<file path="config.mk">
export PLATFORM = sky130hd
export DESIGN_NAME = word_bank
export DESIGN_NICKNAME = d
export VERILOG_FILES = /design/src/rtl/word_bank.sv
export SDC_FILE = /design/constraint.sdc
export NUM_CORES = 1
export LEC_CHECK = 0
export BUFFER_PORTS_ARGS = -buffer_cell sky130_fd_sc_hd__buf_4
export CORE_MARGIN = 3
export CORE_UTILIZATION = 25
export CTS_CLUSTER_DIAMETER = 120
export CTS_CLUSTER_SIZE = 40
export DETAILED_ROUTE_END_ITERATION = 10
export PLACE_DENSITY = 0.53
export SETUP_SLACK_MARGIN = 0.02
export SLEW_MARGIN = 20
export SYNTH_ARGS = -nofsm -noshare
export SYNTH_HDL_FRONTEND = slang
export SYNTH_SLANG_ARGS = --single-unit
</file>
<file path="constraint.sdc">
create_clock -name clk -period 2.4 [get_ports clk]
set_clock_uncertainty 0.15 [all_clocks]
set_input_delay 0.12 -clock clk [delete_from_list [all_inputs] [get_ports clk]]
set_output_delay 0.12 -clock clk [all_outputs]
set_load 0.02 [all_outputs]
</file>
<file path="src/rtl/word_bank.sv">
// word_bank: bank of Depth registered words with one addressed read-modify-write
// port (LOAD/SET/CLR/TOG) and two registered read ports with write-through bypass.
module word_bank #(
  parameter int unsigned Width     = 8,
  parameter int unsigned Depth     = 4,
  parameter int unsigned AddrWidth = 2,
  parameter logic [Width-1:0] RST  = {Width{1'b0}},
  parameter logic [Width-1:0] PST  = {Width{1'b1}}
) (
  input  logic                 clk,
  input  logic                 rst,
  input  logic                 pst,
  input  logic                 we,
  input  logic [1:0]           op,
  input  logic [AddrWidth-1:0] wa,
  input  logic [Width-1:0]     D,
  input  logic [AddrWidth-1:0] ra0,
  input  logic [AddrWidth-1:0] ra1,
  output logic [Width-1:0]     Q0,
  output logic [Width-1:0]     Q1
);

  typedef enum logic [1:0] {
    OP_LOAD = 2'b00,
    OP_SET  = 2'b01,
    OP_CLR  = 2'b10,
    OP_TOG  = 2'b11
  } op_e;

  logic [Width-1:0] mem [Depth];

  logic             wa_hit_c;
  logic [Width-1:0] cur_c;
  logic [Width-1:0] wval_c;
  logic             wr_c;
  logic [Width-1:0] rd0_c;
  logic [Width-1:0] rd1_c;

  // Fetch the addressed word; an out-of-range address never matches, so no write.
  always_comb begin
    wa_hit_c = 1'b0;
    cur_c    = RST;
    for (int i = 0; i < int'(Depth); i++) begin
      if (wa == AddrWidth'(i)) begin
        wa_hit_c = 1'b1;
        cur_c    = mem[i];
      end
    end
  end

  // New value of the written word for the selected bit operation.
  always_comb begin
    wval_c = D;
    unique case (op_e'(op))
      OP_LOAD: wval_c = D;
      OP_SET:  wval_c = cur_c | D;
      OP_CLR:  wval_c = cur_c & ~D;
      OP_TOG:  wval_c = cur_c ^ D;
      default: wval_c = D;
    endcase
    wr_c = we & wa_hit_c;
  end

  // Read muxes: out-of-range reads return RST; a same-edge write to the address wins.
  always_comb begin
    rd0_c = RST;
    rd1_c = RST;
    for (int i = 0; i < int'(Depth); i++) begin
      if (ra0 == AddrWidth'(i)) rd0_c = mem[i];
      if (ra1 == AddrWidth'(i)) rd1_c = mem[i];
    end
    if (wr_c && (ra0 == wa)) rd0_c = wval_c;
    if (wr_c && (ra1 == wa)) rd1_c = wval_c;
  end

  // Storage and read registers: rst beats pst beats the write.
  always_ff @(posedge clk) begin
    if (rst) begin
      for (int i = 0; i < int'(Depth); i++) mem[i] <= RST;
      Q0 <= RST;
      Q1 <= RST;
    end else if (pst) begin
      for (int i = 0; i < int'(Depth); i++) mem[i] <= PST;
      Q0 <= PST;
      Q1 <= PST;
    end else begin
      for (int i = 0; i < int'(Depth); i++) begin
        if (wr_c && (wa == AddrWidth'(i))) mem[i] <= wval_c;
      end
      Q0 <= rd0_c;
      Q1 <= rd1_c;
    end
  end

endmodule
</file>
Word-level counts from Yosys, hierarchy flattened

Memory sizes are Yosys's and may differ from the RTL's.
Cells that the tools add are included.

Input bits: 20
Memory bits (writable): 32
Memories: 1
Register bits after elaboration: 16
Output and inout port bits: 16
Word-level logic and storage cells: 90

Memories:

| name | depth | width | read ports | clocked after Yosys merged registers in | write ports | RTL line | source |
|---|---|---|---|---|---|---|---|
| mem  | 4     | 8     | 4          | 0                                       | 4           | 30       | `logic [Width-1:0] mem [Depth];` |

Reductions and logical operators: 10
Equality and inequality tests: 14
Muxes and demuxes: 50
Bitwise operators: 13

Operators with widths:

| operator                                      | number |
|---|---|
| 2-to-1 mux 8 bit                              | 24 |
| one-hot mux 8 bit (4 select lines)            | 1 |
| 2-to-1 mux 1 bit                              | 25 |
| == test 2 bit, second input constant          | 8 |
| bitwise AND 8 bit                             | 1 |
| == test 2 x 1 -> 1 bit, second input constant | 4 |
| logical NOT 2 bit                             | 4 |
| NOT 8 bit                                     | 1 |
| OR 1 bit                                      | 8 |
| OR 8 bit                                      | 1 |
| bitwise XOR 8 bit                             | 1 |
| logical AND 1 bit                             | 6 |
| == test 2 bit                                 | 2 |
| bitwise AND 1 bit                             | 1 |

Depth between registers and ports, before layout

Depth in word-level cells: 12
Mapped depth: 8
Mapped depth without buffers: 6

Least setup slack after synthesis

OpenSTA, ideal clock, no wires.

Path kind: input port to flip-flop
Start: input port wa[0]
End: register Q1[1]
Library setup time: 0.074 ns
Required time: 2.176 ns
Setup slack: -0.047 ns
Cell stages on the path: 7
Arrival time: 2.223 ns
Buffers on the path: 2
Cells stage by stage: buf_2 -> buf_2 -> mux4_2 -> ha_1 -> mux4_2 -> or2_0 -> a31oi_1

Cells in the longest elaborated chain, start to end: 9
Elaborated cells between the ends (all ways): 21
Those cells by class: eq/ne (4); mux (11); bitwise (4); reduce/logical (2)

RTL lines:

| what                                                                    | RTL line | source |
|---|---|---|
| start, declared                                                         | 15       | `input logic [AddrWidth-1:0] wa,` |
| logical NOT 2 bit                                                       | 44       | `if (wa == AddrWidth'(i)) begin` |
| 2-to-1 mux 8 bit or 2-to-1 mux 1 bit (tied branches) (4 in series)      | 44       |  |
| bitwise XOR 8 bit, or another cell as far along                         | 58       | `OP_TOG: wval_c = cur_c ^ D;` |
| one-hot mux 8 bit (4 select lines) or logical AND 1 bit (tied branches) | 54, 73   |  |
| 2-to-1 mux 8 bit *                                                      | 73       | `if (wr_c && (ra1 == wa)) rd1_c = wval_c;` |
| 2-to-1 mux 8 bit *                                                      | 82       | `end else if (pst) begin` |
| end signal, assigned                                                    | 91       | `Q1 <= rd1_c;` |
| end, declared                                                           | 20       | `output logic [Width-1:0] Q1` |

Mark *: on every way between the ends. The rest lies on a longest branch, timed or not.
A chain may end at the register's enable or synchronous reset.

==> metrics <==
Routed Antenna Nets=0; Final Util=32.16%; hold buffers post-CTS=0; Switching Share=24.46%; most frequent CP cell=mux4_2; DR vias=2162; Final nets=327; Top Ports=36; Die X=114.9 µm; initial antenna violation count=0; number of global-route vias before repair=2131; setup_tns=0 ns; worst setup path end=Q1[4]$_SDFF_PP0_; Post-synth EDFFs=24; top-count cell post-synth=mux4_2; GR met3 Demand/Resource=2.842%; Worst Setup End Kind=flip-flop; critical path data required time=2.46 ns; Antenna Cells=0; Die Height=114.9 µm; Reg2Reg Capture Point=Q1[4]$_SDFF_PP0_; clock buffer count from CTS=5; Post-Syn Area per Cell=11.81 µm²; Max stage delay cell, worst path=mux4_2; Detail Placement HPWL=5225 µm; CP Max Fanout=3; Slew Limit Fails=0; DR WL/cell=17.25 µm; met1 GRT Util=15.55%; post-synthesis adder-cell area fraction=6.751%; status=finished, final reports clean; Final setup viols=0; syn_nets=287; reg2reg setup slack=0.05 ns; Worst-Margin Slew=0.5836 ns; input/output buffers=35; NetSw=622.6 µW; Yosys top cell by area=edfxtp_1; Warnings, synthesis=0; largest net degree at the start of global routing=28; Max clock buf depth=2; Layout area overhead=24.89%; Pwr Density=687.4 mW/mm²; sequential cell area fraction in the yosys report=40.51%; Primary FF master, synth=edfxtp_1; first-pass GRT wire length=11810 µm; dpl ws=0.02055 ns; All-Layer GR Usage=11.68%; Post-Synth Simple-Gate Area=7.848%; slowest stage delay, CP=0.55 ns; Clk Latency, worst-skew pair=0.29 ns; Hold Vio Cnt, Final=0; Lkg Pwr=0.001433 µW; DRT Pass-1 Iters=4; Initial Util=25.75%; combinational family with the most area after synthesis=multiplexers; clock-pin slew on the worst setup and hold paths=0.07 ns; site row count=39; GR Layer Usage met2=18.83%; Worst slew margin=61.09%; arrival time at the worst endpoint=2.41 ns; TritonCTS clock tree=done; Critical Path Source=mem[3][4]$_DFFE_PP_; WL final=7502 µm; layout cells sized above 1=34.93%; CTS root buf=clkbuf_16; FFs w/ async S/R, synth=0%; largest cells by area after synthesis=edfxtp_1 (24%), mux4_2 (24%), dfxtp_1 (16%), ha_1 (6.8%), a31oi_1 (3.4%); placer congestion estimate=0.8081; mux contribution to synthesized area=24.30%; Mapped Cells=251; period utilization=97.96%; Min Clock Period, post-route=2.351 ns; VDD IR-drop max=0.0003188 V; fraction of synthesized cell area in xor and xnor cells=1.477%; Startpoint Class=flip-flop; Yosys reg bits=48; synthesized area=0.002965 mm²; reg2reg path depth=5; Clock H-tree levels=2; clk sinks=48; Hold Crit Class=input pin to flip-flop; Core ar.=0.01152 mm²; worst path bufs/invs=0; Cell Int Power=1923 µW; compound-gate portion of the synthesized area=10.80%; Setup CP Type=flip-flop to flip-flop; die area=0.01320 mm²; DRC Markers=0; CP Depth=5; cell breakdown of the critical path=mux4_2, ha_4, mux4_2, or2_0, a31oi_1; Top delay family on crit path=multiplexers; gr ovfl total=0; Clk pwr share=39.6%; Fmax=425.4 MHz; max_cap viols=0; worst setup margin=0.04907 ns; share of total power in combinational logic=21.7%; Synth top area share=24.30%; worst r2r src=mem[3][4]$_DFFE_PP_; synth cell count leaders=mux4_2 (32), inv_1 (25), dfxtp_1 (24), edfxtp_1 (24), nand2_1 (19); Starting DRT DRC Count=176; global route hottest layer=met2; Flop pwr share=38.7%; Distinct cells, synth=27; RSZ-0062 raised after global routing=true; via-per-instance ratio=4.970
## timing repair
item / 4_1_cts / 5_1_grt
buffers inserted: 7 / 6
pin swaps: 1 / 18
resized for setup: 0 / 13
cloned: 0 / 0
endpoints found under the setup margin: 7 / 26
## cell usage in the layout, fill, tap and decap left out
| master | count |
|---|---|
| nand4_1 | 1 |
| nand3_1 | 4 |
| mux4_2 | 32 |
| or2_1 | 2 |
| a21oi_1 | 17 |
| ha_4 | 7 |
| edfxtp_1 | 24 |
| nand4b_1 | 1 |
| nand2b_1 | 1 |
| nand2_1 | 19 |
| o22ai_1 | 8 |
| ha_1 | 9 |
| buf_4 | 53 |
| xor2_1 | 1 |
| nor2_2 | 1 |
| xnor2_1 | 4 |
| a31oi_1 | 16 |
| nor2_1 | 2 |
| buf_6 | 1 |
| inv_1 | 25 |
| bufinv_16 | 3 |
| clkbuf_16 | 5 |
| o21ai_0 | 13 |
| o21ai_1 | 4 |
| dfxtp_1 | 24 |
| or2_0 | 15 |
## kinds of logic after synthesis
group                    count (synthesis)
AO/OA/AOI/OAI                           58
XOR/XNOR                                 5
adder cells (fa/ha/maj)                 16
buffers and inverters                   46
flip-flops                              48
multiplexers                            32
AND/OR/NAND/NOR                         46
## per-layer routing
metal / vias up / part of all wire [%]
met5: - / 0
met4: 0 / 1.3
met3: 6 / 8.8
met2: 85 / 48
met1: 1059 / 42
li1: 1012 / -
## sequential cells by signal, indices dropped and copies added, names as in the netlist
register and flops:
mem 32, Q0 8, Q1 8
## layout make-up
class                   count  area (µm²)
flip-flops and latches     48        1201
well taps                 143       178.9
multi-input cells         157        1605
clock inverters             3       90.09
repair buffers             54       409.1
fillers                  1158        7812
inverters                  25       93.84
clock buffers               5       125.1
## through the flow
step                      total power (µW)  cells  hold slack (ns)  area [µm²]
after CTS                             2522    429          0.07061        3567
after floorplan                       1346    251           0.1524        2968
final                                 2546    435          0.06628        3704
after global routing                  2659    435          0.09412        3704
after detailed placement              1497    414           0.3706        3299
after global placement                1481    414           0.3609        3299
## power groups by stage
stage	sequential, µW	clock, µW	combinational (µW)
2_1_floorplan	1030	0	320
3_3_place_gp	1000	0	480
3_5_place_dp	1010	0	491
4_1_cts	986	1020	516
5_1_grt	996	1050	610
6_report	986	1010	553
## how the worst min path moves through the flow
| stage | startpoint | to | slack (ns) | cells past startpoint |
|---|---|---|---|---|
| 6_report | rst | mem[2][7]$_SDFFE_PP1P_ | 0.07 | 2 |
| 5_1_grt | rst | mem[2][6]$_SDFFE_PP1P_ | 0.09 | 2 |
| 4_1_cts | rst | mem[2][7]$_SDFFE_PP1P_ | 0.07 | 2 |
| 3_5_place_dp | rst | mem[2][7]$_SDFFE_PP1P_ | 0.37 | 2 |
| 3_3_place_gp | rst | mem[2][7]$_SDFFE_PP1P_ | 0.36 | 2 |
| 2_1_floorplan | rst | Q0[7]$_SDFF_PP0_ | 0.15 | 2 |
(Power assumes the default switching activity.)
